### config.mk
export PLATFORM = sky130hd
export DESIGN_NAME = data_mem_arbiter_flat
export DESIGN_NICKNAME = d
export VERILOG_FILES = /design/src/rtl/data_mem_arbiter_pkg.sv /design/src/rtl/data_mem_arbiter_if.sv /design/src/rtl/data_mem_arbiter_chk.sv /design/src/rtl/data_mem_arbiter_starve_counter.sv /design/src/rtl/data_mem_arbiter.sv /design/src/flat_wrapper.sv
export SDC_FILE = /design/constraint.sdc
export NUM_CORES = 1
export LEC_CHECK = 0
export CORE_UTILIZATION = 44
export CTS_BUF_LIST = sky130_fd_sc_hd__clkbuf_4
export CTS_CLUSTER_SIZE = 24
export DETAILED_ROUTE_END_ITERATION = 16
export PLACE_DENSITY = 0.82
export SLEW_MARGIN = 20
export SYNTH_ARGS = -nofsm -noshare
export SYNTH_HDL_FRONTEND = slang
export SYNTH_SLANG_ARGS = --single-unit
### constraint.sdc
create_clock -name clk -period 3.15 [get_ports clk]
set_clock_uncertainty 0.2 [all_clocks]
set_input_delay 0.945 -clock clk [delete_from_list [all_inputs] [get_ports clk]]
set_output_delay 0.945 -clock clk [all_outputs]
set_load 0.01 [all_outputs]
### src/rtl/data_mem_arbiter_pkg.sv
// Shared types and defaults for the data RAM arbiter: owner encoding, default widths,
// and the starvation counter width helper.
package dmem_arb_pkg;

    localparam int DEF_ADDR_W       = 8;
    localparam int DEF_DATA_W       = 8;
    localparam int DEF_STARVE_LIMIT = 4;

    typedef enum logic [1:0] {
        OWN_NONE = 2'd0,
        OWN_CPU  = 2'd1,
        OWN_AUX  = 2'd2
    } owner_t;

    // Bits needed to hold 0..limit inclusive.
    function automatic int cnt_width(input int limit);
        return (limit < 1) ? 1 : $clog2(limit + 1);
    endfunction

endpackage

### src/rtl/data_mem_arbiter_if.sv
// Bundle of the CPU, AUX and RAM-side signals around the data RAM arbiter.
// The slave modport is the arbiter's view; master is the requesters-plus-RAM side.
interface data_mem_arbiter_if
    import dmem_arb_pkg::*;
#(
    parameter int ADDR_W = DEF_ADDR_W,
    parameter int DATA_W = DEF_DATA_W
);

    logic              cpu_req;
    logic              cpu_we;
    logic [ADDR_W-1:0] cpu_addr;
    logic [DATA_W-1:0] cpu_wdata;
    logic              cpu_ack;
    logic              cpu_rvalid;
    logic [DATA_W-1:0] cpu_rdata;

    logic              aux_req;
    logic              aux_we;
    logic [ADDR_W-1:0] aux_addr;
    logic [DATA_W-1:0] aux_wdata;
    logic              aux_ack;
    logic              aux_rvalid;
    logic [DATA_W-1:0] aux_rdata;

    logic [ADDR_W-1:0] mem_addr;
    logic [DATA_W-1:0] mem_wdata;
    logic              mem_we;
    logic [DATA_W-1:0] mem_rdata;

    modport slave (
        input  cpu_req, cpu_we, cpu_addr, cpu_wdata,
        input  aux_req, aux_we, aux_addr, aux_wdata,
        input  mem_rdata,
        output cpu_ack, cpu_rvalid, cpu_rdata,
        output aux_ack, aux_rvalid, aux_rdata,
        output mem_addr, mem_wdata, mem_we
    );

    modport master (
        output cpu_req, cpu_we, cpu_addr, cpu_wdata,
        output aux_req, aux_we, aux_addr, aux_wdata,
        output mem_rdata,
        input  cpu_ack, cpu_rvalid, cpu_rdata,
        input  aux_ack, aux_rvalid, aux_rdata,
        input  mem_addr, mem_wdata, mem_we
    );

endinterface

### src/rtl/data_mem_arbiter_chk.sv
// Invariants of the arbiter: one grant per cycle and a consistent starvation counter.
module data_mem_arbiter_chk #(
    parameter int STARVE_LIMIT = 4,
    parameter int CNT_W        = 3
) (
    input logic             clk,
    input logic             rst,
    input logic             cpu_ack,
    input logic             aux_ack,
    input logic             limit_hit,
    input logic [CNT_W-1:0] starve_cnt
);

    a_single_ack : assert property (@(posedge clk) disable iff (rst)
        !(cpu_ack && aux_ack));

    a_cnt_range : assert property (@(posedge clk) disable iff (rst)
        starve_cnt <= CNT_W'(STARVE_LIMIT));

    a_limit_hit : assert property (@(posedge clk) disable iff (rst)
        limit_hit == (starve_cnt == CNT_W'(STARVE_LIMIT)));

endmodule

### src/rtl/data_mem_arbiter_starve_counter.sv
// Saturating count of consecutive cycles AUX has been refused; limit_hit forces an AUX grant.
module arb_starve_counter
    import dmem_arb_pkg::*;
#(
    parameter int STARVE_LIMIT = DEF_STARVE_LIMIT,
    parameter int CNT_W        = cnt_width(DEF_STARVE_LIMIT)
) (
    input  logic             clk,
    input  logic             rst,
    input  logic             inc,
    input  logic             clr,
    output logic             limit_hit,
    output logic [CNT_W-1:0] count
);

    logic [CNT_W-1:0] count_r;

    // Clear wins over increment; the count never passes the limit.
    always_ff @(posedge clk) begin
        if (rst) begin
            count_r <= {CNT_W{1'b0}};
        end else if (clr) begin
            count_r <= {CNT_W{1'b0}};
        end else if (inc && (count_r != CNT_W'(STARVE_LIMIT))) begin
            count_r <= count_r + CNT_W'(1);
        end else begin
            count_r <= count_r;
        end
    end

    assign count     = count_r;
    assign limit_hit = (count_r == CNT_W'(STARVE_LIMIT));

endmodule

### src/rtl/data_mem_arbiter.sv
// Shares a single-port sync-read RAM between CPU and AUX: CPU-priority grant with
// starvation relief for AUX, and one-cycle read-data steering back to the owner.
module data_mem_arbiter
    import dmem_arb_pkg::*;
#(
    parameter int ADDR_W       = DEF_ADDR_W,
    parameter int DATA_W       = DEF_DATA_W,
    parameter int STARVE_LIMIT = DEF_STARVE_LIMIT
) (
    input logic                 clk,
    input logic                 rst,
    data_mem_arbiter_if.slave   bus
);

    localparam int CNT_W = cnt_width(STARVE_LIMIT);

    logic              cpu_gnt_s;
    logic              aux_gnt_s;
    logic              limit_hit_s;
    logic [CNT_W-1:0]  starve_cnt_s;
    logic              starve_inc_s;
    logic              starve_clr_s;
    owner_t            owner_r;
    owner_t            owner_nxt_s;
    logic              rd_pend_r;
    logic              rd_pend_nxt_s;
    logic [ADDR_W-1:0] addr_hold_r;
    logic [DATA_W-1:0] wdata_hold_r;
    logic [ADDR_W-1:0] mem_addr_s;
    logic [DATA_W-1:0] mem_wdata_s;
    logic              mem_we_s;
    logic              cpu_rvalid_s;
    logic              aux_rvalid_s;
    logic [DATA_W-1:0] cpu_rdata_r;
    logic [DATA_W-1:0] aux_rdata_r;

    arb_starve_counter #(
        .STARVE_LIMIT (STARVE_LIMIT),
        .CNT_W        (CNT_W)
    ) u_starve (
        .clk       (clk),
        .rst       (rst),
        .inc       (starve_inc_s),
        .clr       (starve_clr_s),
        .limit_hit (limit_hit_s),
        .count     (starve_cnt_s)
    );

    data_mem_arbiter_chk #(
        .STARVE_LIMIT (STARVE_LIMIT),
        .CNT_W        (CNT_W)
    ) u_chk (
        .clk        (clk),
        .rst        (rst),
        .cpu_ack    (cpu_gnt_s),
        .aux_ack    (aux_gnt_s),
        .limit_hit  (limit_hit_s),
        .starve_cnt (starve_cnt_s)
    );

    // Grant selection and owner next-state; reset blocks every grant.
    always_comb begin
        cpu_gnt_s     = 1'b0;
        aux_gnt_s     = 1'b0;
        owner_nxt_s   = OWN_NONE;
        rd_pend_nxt_s = 1'b0;
        if (rst) begin
            cpu_gnt_s = 1'b0;
        end else if (bus.aux_req && limit_hit_s) begin
            aux_gnt_s = 1'b1;
        end else if (bus.cpu_req) begin
            cpu_gnt_s = 1'b1;
        end else if (bus.aux_req) begin
            aux_gnt_s = 1'b1;
        end else begin
            aux_gnt_s = 1'b0;
        end
        if (cpu_gnt_s) begin
            owner_nxt_s   = OWN_CPU;
            rd_pend_nxt_s = ~bus.cpu_we;
        end else if (aux_gnt_s) begin
            owner_nxt_s   = OWN_AUX;
            rd_pend_nxt_s = ~bus.aux_we;
        end else begin
            owner_nxt_s   = OWN_NONE;
        end
    end

    assign starve_inc_s = bus.aux_req & ~aux_gnt_s;
    assign starve_clr_s = ~bus.aux_req | aux_gnt_s;

    // RAM-side mux; address and write data park on their last value when idle.
    always_comb begin
        mem_addr_s  = addr_hold_r;
        mem_wdata_s = wdata_hold_r;
        mem_we_s    = 1'b0;
        if (cpu_gnt_s) begin
            mem_addr_s  = bus.cpu_addr;
            mem_wdata_s = bus.cpu_wdata;
            mem_we_s    = bus.cpu_we;
        end else if (aux_gnt_s) begin
            mem_addr_s  = bus.aux_addr;
            mem_wdata_s = bus.aux_wdata;
            mem_we_s    = bus.aux_we;
        end else begin
            mem_we_s    = 1'b0;
        end
    end

    // Owner, pending-read flag and parked RAM address/data registers.
    always_ff @(posedge clk) begin
        if (rst) begin
            owner_r      <= OWN_NONE;
            rd_pend_r    <= 1'b0;
            addr_hold_r  <= {ADDR_W{1'b0}};
            wdata_hold_r <= {DATA_W{1'b0}};
        end else begin
            owner_r      <= owner_nxt_s;
            rd_pend_r    <= rd_pend_nxt_s;
            addr_hold_r  <= mem_addr_s;
            wdata_hold_r <= mem_wdata_s;
        end
    end

    // Steer the returning read to whoever owned last cycle's access.
    always_comb begin
        cpu_rvalid_s = 1'b0;
        aux_rvalid_s = 1'b0;
        if (!rst && rd_pend_r) begin
            case (owner_r)
                OWN_CPU: cpu_rvalid_s = 1'b1;
                OWN_AUX: aux_rvalid_s = 1'b1;
                default: cpu_rvalid_s = 1'b0;
            endcase
        end else begin
            cpu_rvalid_s = 1'b0;
        end
    end

    // Capture returned data so each port's rdata holds until its next return.
    always_ff @(posedge clk) begin
        if (rst) begin
            cpu_rdata_r <= {DATA_W{1'b0}};
            aux_rdata_r <= {DATA_W{1'b0}};
        end else begin
            cpu_rdata_r <= cpu_rvalid_s ? bus.mem_rdata : cpu_rdata_r;
            aux_rdata_r <= aux_rvalid_s ? bus.mem_rdata : aux_rdata_r;
        end
    end

    assign bus.cpu_ack    = cpu_gnt_s;
    assign bus.aux_ack    = aux_gnt_s;
    assign bus.mem_addr   = mem_addr_s;
    assign bus.mem_wdata  = mem_wdata_s;
    assign bus.mem_we     = mem_we_s;
    assign bus.cpu_rvalid = cpu_rvalid_s;
    assign bus.aux_rvalid = aux_rvalid_s;
    assign bus.cpu_rdata  = cpu_rvalid_s ? bus.mem_rdata : cpu_rdata_r;
    assign bus.aux_rdata  = aux_rvalid_s ? bus.mem_rdata : aux_rdata_r;

endmodule

### src/flat_wrapper.sv
// flat-port wrapper written by rule: the top's interface ports become plain ports
module data_mem_arbiter_flat import dmem_arb_pkg::*;
#(
    parameter int ADDR_W       = DEF_ADDR_W,
    parameter int DATA_W       = DEF_DATA_W,
    parameter int STARVE_LIMIT = DEF_STARVE_LIMIT
)
  (clk, rst, bus_cpu_req, bus_cpu_we, bus_cpu_addr, bus_cpu_wdata, bus_aux_req, bus_aux_we, bus_aux_addr, bus_aux_wdata, bus_mem_rdata, bus_cpu_ack, bus_cpu_rvalid, bus_cpu_rdata, bus_aux_ack, bus_aux_rvalid, bus_aux_rdata, bus_mem_addr, bus_mem_wdata, bus_mem_we);
  data_mem_arbiter_if #(.ADDR_W(ADDR_W), .DATA_W(DATA_W)) bus_i ();
  input logic clk;
  input logic rst;
  input wire logic [$bits(bus_i.cpu_req)-1:0] bus_cpu_req;
  input wire logic [$bits(bus_i.cpu_we)-1:0] bus_cpu_we;
  input wire logic [$bits(bus_i.cpu_addr)-1:0] bus_cpu_addr;
  input wire logic [$bits(bus_i.cpu_wdata)-1:0] bus_cpu_wdata;
  input wire logic [$bits(bus_i.aux_req)-1:0] bus_aux_req;
  input wire logic [$bits(bus_i.aux_we)-1:0] bus_aux_we;
  input wire logic [$bits(bus_i.aux_addr)-1:0] bus_aux_addr;
  input wire logic [$bits(bus_i.aux_wdata)-1:0] bus_aux_wdata;
  input wire logic [$bits(bus_i.mem_rdata)-1:0] bus_mem_rdata;
  output wire logic [$bits(bus_i.cpu_ack)-1:0] bus_cpu_ack;
  output wire logic [$bits(bus_i.cpu_rvalid)-1:0] bus_cpu_rvalid;
  output wire logic [$bits(bus_i.cpu_rdata)-1:0] bus_cpu_rdata;
  output wire logic [$bits(bus_i.aux_ack)-1:0] bus_aux_ack;
  output wire logic [$bits(bus_i.aux_rvalid)-1:0] bus_aux_rvalid;
  output wire logic [$bits(bus_i.aux_rdata)-1:0] bus_aux_rdata;
  output wire logic [$bits(bus_i.mem_addr)-1:0] bus_mem_addr;
  output wire logic [$bits(bus_i.mem_wdata)-1:0] bus_mem_wdata;
  output wire logic [$bits(bus_i.mem_we)-1:0] bus_mem_we;
  assign bus_i.cpu_req = bus_cpu_req;
  assign bus_i.cpu_we = bus_cpu_we;
  assign bus_i.cpu_addr = bus_cpu_addr;
  assign bus_i.cpu_wdata = bus_cpu_wdata;
  assign bus_i.aux_req = bus_aux_req;
  assign bus_i.aux_we = bus_aux_we;
  assign bus_i.aux_addr = bus_aux_addr;
  assign bus_i.aux_wdata = bus_aux_wdata;
  assign bus_i.mem_rdata = bus_mem_rdata;
  assign bus_cpu_ack = bus_i.cpu_ack;
  assign bus_cpu_rvalid = bus_i.cpu_rvalid;
  assign bus_cpu_rdata = bus_i.cpu_rdata;
  assign bus_aux_ack = bus_i.aux_ack;
  assign bus_aux_rvalid = bus_i.aux_rvalid;
  assign bus_aux_rdata = bus_i.aux_rdata;
  assign bus_mem_addr = bus_i.mem_addr;
  assign bus_mem_wdata = bus_i.mem_wdata;
  assign bus_mem_we = bus_i.mem_we;
  data_mem_arbiter #(.ADDR_W(ADDR_W), .DATA_W(DATA_W), .STARVE_LIMIT(STARVE_LIMIT)) u_core (.clk(clk), .rst(rst), .bus(bus_i));
endmodule
==> results of run 1 <==
cell families after synthesis:
logic type / Yosys count
fa+ha+maj: 2
buf+inv: 25
mux: 17
compound gates: 51
simple gates: 62
flops: 38
through the flow:
step	worst slack (ns)	util	TNS (ns)	instance area, µm²
after detailed placement	-0.964	0.803	-26.94	3330
after global placement	-0.931	0.803	-25.44	3330
after floorplan	-0.0123	-	-0.0981	2090
==> summary.txt, run 1 <==
Run status
  • Outcome: aborted with a tool error
  • Last stage: clock tree synthesis
  • First Err: [ERROR DPL-0033] detailed placement checks failed during check placement.

Placed design
  • Port-buffer cells: 82
  • Placed Instances: 367
  • RePlAce Congestion: 0.779
  • Dpl hpwl: 4180 µm

Synthesis
  • Post-synth EDFFs: 0
  • YS warnings: 0
  • Largest area contributor in the netlist: dfxtp_1
  • Synth Area in XOR/XNOR: 0
  • Largest family of logic cells by synthesized area: compound AO/OA/AOI/OAI gates
  • Synth area leaders: dfxtp_1, a311oi_2, mux2_2
  • Adder-Cell Fraction of Synth Area: 0.0128
  • Mapped cell area: 1960 µm²
  • Async SR Flop Fraction: 0
  • Most frequent cell after synthesis: dfxtp_1
  • Top_reg_cell synth: dfxtp_1
  • Yosys reg bits: 38
  • Post-synthesis sequential area ratio: 0.388
  • Syn Area/Cell: 10.1 µm²
  • Area share of the largest cell type after synthesis: 0.388
  • Syn_nets: 243
  • Post-synthesis mux area share: 0.0969
  • Post-synthesis compound-gate area fraction: 0.216
  • Post-Synth Simple-Gate Area: 0.215
  • Synth unique cells: 28
  • Synth Instances: 195

Floorplanning
  • FP Rows: 23
  • Die Span Y: 68.8 µm
  • Starting Density: 0.473
  • DIE WIDTH: 68.8 µm
  • I/O Pins: 83

Clock network
  • CTS root buf: clkbuf_4
  • # H-tree levels: 2
  • CTS Buf Count: 5
  • Post-cts sizing count: 263
  • Clock Tree Buf Depth: 2
  • Hold-fix buffers at CTS: 0
  • Clock Sinks: 38
  • Setup Buffers After CTS: 25
==> run 2: changes to the inputs <==
- CORE_UTILIZATION: 44 -> 40
- CTS_BUF_LIST: sky130_fd_sc_hd__clkbuf_4 -> not set
- CTS_CLUSTER_SIZE: 24 -> not set
- PLACE_DENSITY: 0.82 -> not set
- PLACE_DENSITY_LB_ADDON: not set -> 0.15
==> run 2 against run 1 <==
The flow now finishes, with violations (setup timing). Area after synthesis did not move. Synthesized cell count is the same.
==> summary.txt, run 2 <==
Timing
  • Final hold viol count: 0
  • Crit share post-route: 1.06
  • Achievable Freq: 0.299 GHz
  • Final setup vio count: 33
  • RSZ-0062 raised after global routing: true
  • Final Max Tran Viols: 0
  • Least-Margin Pin Slew: 0.367 ns
  • Final TNS setup: -3.88 ns
  • Slew headroom: 0.754
  • Tmin final: 3.34 ns
  • Final worst slack: -0.193 ns

Pwr
  • Sw Share: 0.275
  • P_sw: 0.343 mW
  • Comb power frac: 0.309
  • Internal power: 0.905 mW
  • Power per standard cell area: 303 nW/µm²
  • Pleak: 1.74 nW
  • Reg power frac: 0.407
  • Worst vdd ir: 206 µV
  • Clk pwr share: 0.284

Floorplanning
  • Core area: 4720 µm²
  • Starting Density: 0.415
  • Die area: 5190 µm²
  • FP Rows: 25
  • DIE WIDTH: 72.0 µm
  • Die Span Y: 72.0 µm
  • I/O Pins: 83

Clock network
  • CTS Buf Count: 5
  • Hold-fix buffers at CTS: 0
  • # H-tree levels: 2
  • Clock insertion delay at the later pin of the skew report: 0.29 ns
  • Clock Sinks: 38
  • CTS root buf: clkbuf_8
  • Clock Tree Buf Depth: 2
  • CTS tree: built
  • Reg clk slew, reported paths: 0.07 ns

Synthesis
  • YS warnings: 0
  • Post-synth EDFFs: 0
  • Synth Instances: 195
  • Mapped cell area: 1960 µm²
  • Most frequent cell after synthesis: dfxtp_1
  • Top_reg_cell synth: dfxtp_1
  • Post-synthesis sequential area ratio: 0.388
  • Yosys reg bits: 38
  • Synth area leaders: dfxtp_1, a311oi_2, mux2_2
  • Largest area contributor in the netlist: dfxtp_1
  • Area share of the largest cell type after synthesis: 0.388
  • Async SR Flop Fraction: 0
  • Syn_nets: 243
  • Syn Area/Cell: 10.1 µm²
  • Synth unique cells: 28

Placed design
  • Place WS: -0.964 ns
  • Dpl hpwl: 3720 µm
  • Port-buffer cells: 82
  • Post-place instance area: 3330 µm²
  • RePlAce Congestion: 0.756
  • Placed Instances: 384

GRT
  • Initial antenna violation count: 0
  • Number of global-route vias before repair: 2255
  • Pin count of the biggest net entering global routing: 18
  • Gr ovfl total: 0
  • First-pass GRT wire length: 10900 µm
  • Tot GR Track Use: 0.275

Detailed routing
  • DR WL/cell: 17.8 µm
  • DR vias/cell: 5.34
  • Via count: 2316
  • DRT Pass-1 Iters: 4
  • # DRC: 0
  • DR iter-0 viols: 116
  • Total length of routed wires: 7710 µm
  • Routed Antenna Nets: 0

Setup path
  • Crit end category: output port
  • Worst path slowest cell: mux2_4
  • Worst-path cell chain: buf_12, buf_8, nor4bb_4, buf_4, buf_6, mux2_4, buf_6
  • Buf/Inv on CP: 5
  • Setup CP Type: in -> out
  • Worst path top cell family by delay: buffers and inverters
  • Cell repeated most along the worst path: buf_6
  • WP data required: 2.00 ns
  • CP Max Fanout: 3
  • Crit start category: input port
  • Max stage delay on crit path: 0.31 ns
  • Critical path arrival: 2.20 ns

Cells and area
  • Non-Filler Instances: 434
  • Final Cell Area: 4120 µm²
  • Fillers: 234
  • ANT cells: 0
  • Commonest non-fill, non-tap cell in the layout: buf_4
  • Ratio of cells with drive above 1 in the final layout: 0.610
  • Syn-to-layout area delta: 110%
  • Final nets: 414
  • Commonest non-fill, non-tap cells in the layout: buf_4, buf_6, clkdlybuf4s50_1, dfxtp_1

Hold path
  • Type of the tightest min-delay check: reg -> reg

Run status
  • Outcome: finished with violations
  • Failing checks: setup timing

Run
  • Max Cap Viol: 0
run 2: cell counts after synthesis:
Identical to the previous run, type by type.
run 2: per-stage QoR:
stage,total power [mW],hold slack (ns),util
final,1.25,0.319,0.873
after floorplan,0.650,0.217,-
after detailed placement,0.817,0.308,0.705
after CTS,1.19,0.319,0.807
after global placement,0.814,0.295,0.705
after global routing,1.29,0.349,0.873
run 2: per-layer routing:
| metal | global-route usage | wire, µm |
|---|---|---|
| met5 | 0 | 0 |
| met4 | 0.0850 | 120 |
| met3 | 0.0611 | 406 |
| met2 | 0.484 | 4020 |
| met1 | 0.333 | 3160 |
run 2: final timing paths:
kind                                               start                       end  slack [ns]  cells past startpoint
worst max-delay path                                 rst          bus_cpu_rdata[0]       -0.19                      7
worst min-delay path            u_core.u_starve.count[0]  u_core.u_starve.count[0]        0.32                      2
worst max register to register  u_core.u_starve.count[0]    u_core.wdata_hold_r[1]        1.02                      8
worst min register to register  u_core.u_starve.count[0]  u_core.u_starve.count[0]        0.32                      2
run 2: worst reg2reg max path: cells and delay by family, from the launching register on:
family          cells  cell delay [ns]
buf+inv             4             0.52
simple gates        1             0.39
flops               1             0.31
compound gates      2             0.39
fa+ha+maj           1             0.23
run 2: cell type report:
type	count	area, µm²	area share
Timing Repair Buffer	181	1710	0.415
Multi-Input combinational cell	135	1460	0.353
Tap cell	67	83.8	0.0203
Clock buffer	7	86.3	0.0209
Inverter	5	18.8	0.00455
Sequential cell	38	761	0.185
Clock inverter	1	5.00	0.00121
run 2: cell families (layout without fill, tap and decap cells):
logic type      count (synthesis)  count (layout)  share of synthesized area
flops                          38              38                      0.388
compound gates                 51              51                      0.216
simple gates                   62              65                      0.215
fa+ha+maj                       2               2                     0.0128
mux                            17              17                     0.0969
buf+inv                        25             194                     0.0714
run 2: repair_timing:
action,4_1_cts,5_1_grt
pin swaps,16,21
endpoints found under the setup margin,37,37
gates resized for setup,235,59
cloned,6,3
setup buffers,22,12
run 2: power groups by stage:
stage | clock [mW] | sequential, mW | combinational, mW
2_1_floorplan | 0 | 0.514 | 0.136
3_3_place_gp | 0 | 0.515 | 0.299
3_5_place_dp | 0 | 0.515 | 0.302
4_1_cts | 0.353 | 0.505 | 0.331
5_1_grt | 0.374 | 0.509 | 0.406
6_report | 0.355 | 0.508 | 0.386
No activity file was read; power rests on OpenSTA's default activity.
==> run 3: changes to the inputs <==
- CAP_MARGIN: not set -> 10
- CORE_UTILIZATION: 40 -> 42
==> run 3 against run 2 <==
The run still ends with setup timing left. Global-route usage up 4.9 points. Sequential power about the same. Via count up 6.3%. Clock power up 20%. Critical path type unchanged. Largest power group unchanged. Highest routed layer unchanged.
==> summary.txt, run 3 (synthesized netlist as in run 2, its figures left out) <==
Run status
  • Outcome: finished with violations
  • Failing checks: setup timing

Cells and area
  • FF/Latch Area: 761 µm²
  • Syn-to-layout area delta: 107%
  • Post-route core utilization: 0.919
  • Fillers: 164
  • Ratio of cells with drive above 1 in the final layout: 0.607
  • Final nets: 408
  • ANT cells: 0
  • Area of the multi-input gates: 1470 µm²
  • Commonest non-fill, non-tap cells in the layout: buf_4, dfxtp_1, clkdlybuf4s50_1
  • Commonest non-fill, non-tap cell in the layout: buf_4

Clock network
  • # H-tree levels: 2
  • Clock insertion delay at the later pin of the skew report: 0.31 ns
  • CTS tree: built
  • Reg clk slew, reported paths: 0.09 ns
  • CTS root buf: clkbuf_8
  • Clock Sinks: 38
  • CTS Buf Count: 5
  • Hold-fix buffers at CTS: 0
  • Clock Tree Buf Depth: 2

Detailed routing
  • Via count: 2462
  • DR WL/cell: 23.1 µm
  • DR vias/cell: 5.96
  • Routed Antenna Nets: 0
  • DRT Pass-1 Iters: 4
  • DR iter-0 viols: 140
  • Total length of routed wires: 9530 µm
  • # DRC: 0

Setup path
  • Setup slack, reg-to-reg: 0.90 ns
  • Buf/Inv on CP: 5
  • RR Endpoint: u_core.wdata_hold_r[2]
  • Worst path top cell family by delay: buffers and inverters
  • Worst R2R Path Depth: 8
  • CP Max Fanout: 3
  • Crit end category: output port
  • Worst path slowest cell: nor4bb_4
  • Setup CP Type: in -> out
  • WP data required: 2.00 ns
  • Critical path arrival: 2.24 ns
  • Max stage delay on crit path: 0.33 ns
  • Worst-path cell chain: buf_8, buf_6, nor4bb_4, buf_4, buf_4, mux2_4, buf_6
  • Crit start category: input port
  • Reg2reg start: u_core.u_starve.count[0]

Floorplanning
  • Starting Density: 0.444
  • FP Rows: 24
  • Die area: 4950 µm²
  • DIE WIDTH: 70.3 µm
  • I/O Pins: 83
  • Core area: 4410 µm²
  • Die Span Y: 70.3 µm

Pwr
  • Internal power: 0.958 mW
  • Clk pwr share: 0.321
  • Comb power frac: 0.295
  • Sw Share: 0.277
  • P_sw: 0.368 mW
  • Pleak: 1.72 nW
  • Power per standard cell area: 327 nW/µm²
  • Worst vdd ir: 281 µV
  • Pwr Total: 1.33 mW
  • Reg power frac: 0.384

Timing
  • Final Max Tran Viols: 0
  • Tmin final: 3.39 ns
  • Slew headroom: 0.680
  • Least-Margin Pin Slew: 0.475 ns
  • Final TNS setup: -4.97 ns
  • Final worst slack: -0.238 ns
  • Final hold viol count: 0
  • Crit share post-route: 1.08
  • Achievable Freq: 0.295 GHz
  • RSZ-0062 raised after global routing: true
  • Final setup vio count: 33

GRT
  • Pin count of the biggest net entering global routing: 20
  • Gr ovfl total: 0
  • First-pass GRT wire length: 12500 µm
  • Initial antenna violation count: 0
  • Tot GR Track Use: 0.323
  • Number of global-route vias before repair: 2506

Placed design
  • RePlAce Congestion: 0.718
  • Port-buffer cells: 82
  • Dpl hpwl: 3770 µm

Run
  • Max Cap Viol: 0

Hold path
  • Hold Path Depth: 2
  • HP Start: u_core.addr_hold_r[1]
  • Type of the tightest min-delay check: reg -> reg
  • Hold Path Sink: u_core.addr_hold_r[1]
## run 3: changes by cell type in the layout (fill, tap and decap cells not counted), sizes merged
| cell | delta |
|---|---|
| buf | -8 |
| bufbuf | +1 |
| bufinv | +1 |
| clkdlybuf4s50 | -2 |
| clkinv | -1 |
| dlygate4sd2 | +2 |
| dlymetal6s2s | +1 |
## run 3: final cells by class
class,instances,share of cell area
clock inverters,1,0.00741
clock buffers,7,0.0188
repair buffers,175,0.402
flip-flops and latches,38,0.188
multi-input cells,135,0.363
well taps,52,0.0160
inverters,5,0.00463
## run 3: how the worst max path moves through the flow
stage,end,cells past startpoint,start,slack (ns)
6_report,bus_aux_rdata[6],7,rst,-0.24
5_1_grt,bus_aux_rdata[6],7,rst,-0.30
4_1_cts,bus_cpu_rdata[6],7,rst,-0.19
3_5_place_dp,bus_mem_addr[2],5,rst,-0.99
3_3_place_gp,bus_mem_addr[7],5,rst,-0.93
2_1_floorplan,bus_mem_addr[0],7,rst,-0.01
## run 3: per-layer routing
metal / share of wire / vias to the layer above / global-route usage
met5: 0 / - / 0
met4: 0.030 / 0 / 0.144
met3: 0.071 / 36 / 0.0649
met2: 0.52 / 165 / 0.575
met1: 0.38 / 1198 / 0.368
li1: - / 1063 / -
## run 3: worst reg2reg max path, stage by stage, from the launching register on
cell and delay, ns:
dfxtp_1 0.34, inv_1 0.07, ha_1 0.28, a21boi_4 0.15
buf_6 0.18, or3b_4 0.42, buf_4 0.15, buf_4 0.12
a311oi_2 0.26
## run 3: metrics by stage
stage / setup slack (ns) / hold WS, ns / std cells / area (µm²)
2_1_floorplan: -0.0123 / 0.217 / 195 / 2090
3_3_place_gp: -0.935 / 0.296 / 372 / 3340
3_5_place_dp: -0.986 / 0.319 / 372 / 3340
4_1_cts: -0.195 / 0.328 / 407 / 3850
5_1_grt: -0.295 / 0.371 / 413 / 4060
6_report: -0.238 / 0.349 / 413 / 4060
## run 3: what timing repair did
action	in CTS	in global routing
setup endpoints to repair	37	37
pin swaps	16	21
cloned	8	2
buffers inserted	19	7
resized for setup	235	44
## run 3: power by group through the flow
| stage | Combinational [mW] | Clock [mW] | Sequential (mW) |
|---|---|---|---|
| floorplan | 0.136 | 0 | 0.514 |
| detailed placement | 0.306 | 0 | 0.515 |
| global route | 0.405 | 0.433 | 0.509 |
| global placement | 0.303 | 0 | 0.514 |
| CTS | 0.340 | 0.411 | 0.505 |
| finish | 0.391 | 0.426 | 0.509 |
==> run 4: changes to the inputs <==
- CORE_MARGIN: not set -> 1
==> results of run 4 <==
The final DEF is identical to that of run 3; final timing and power are the same.
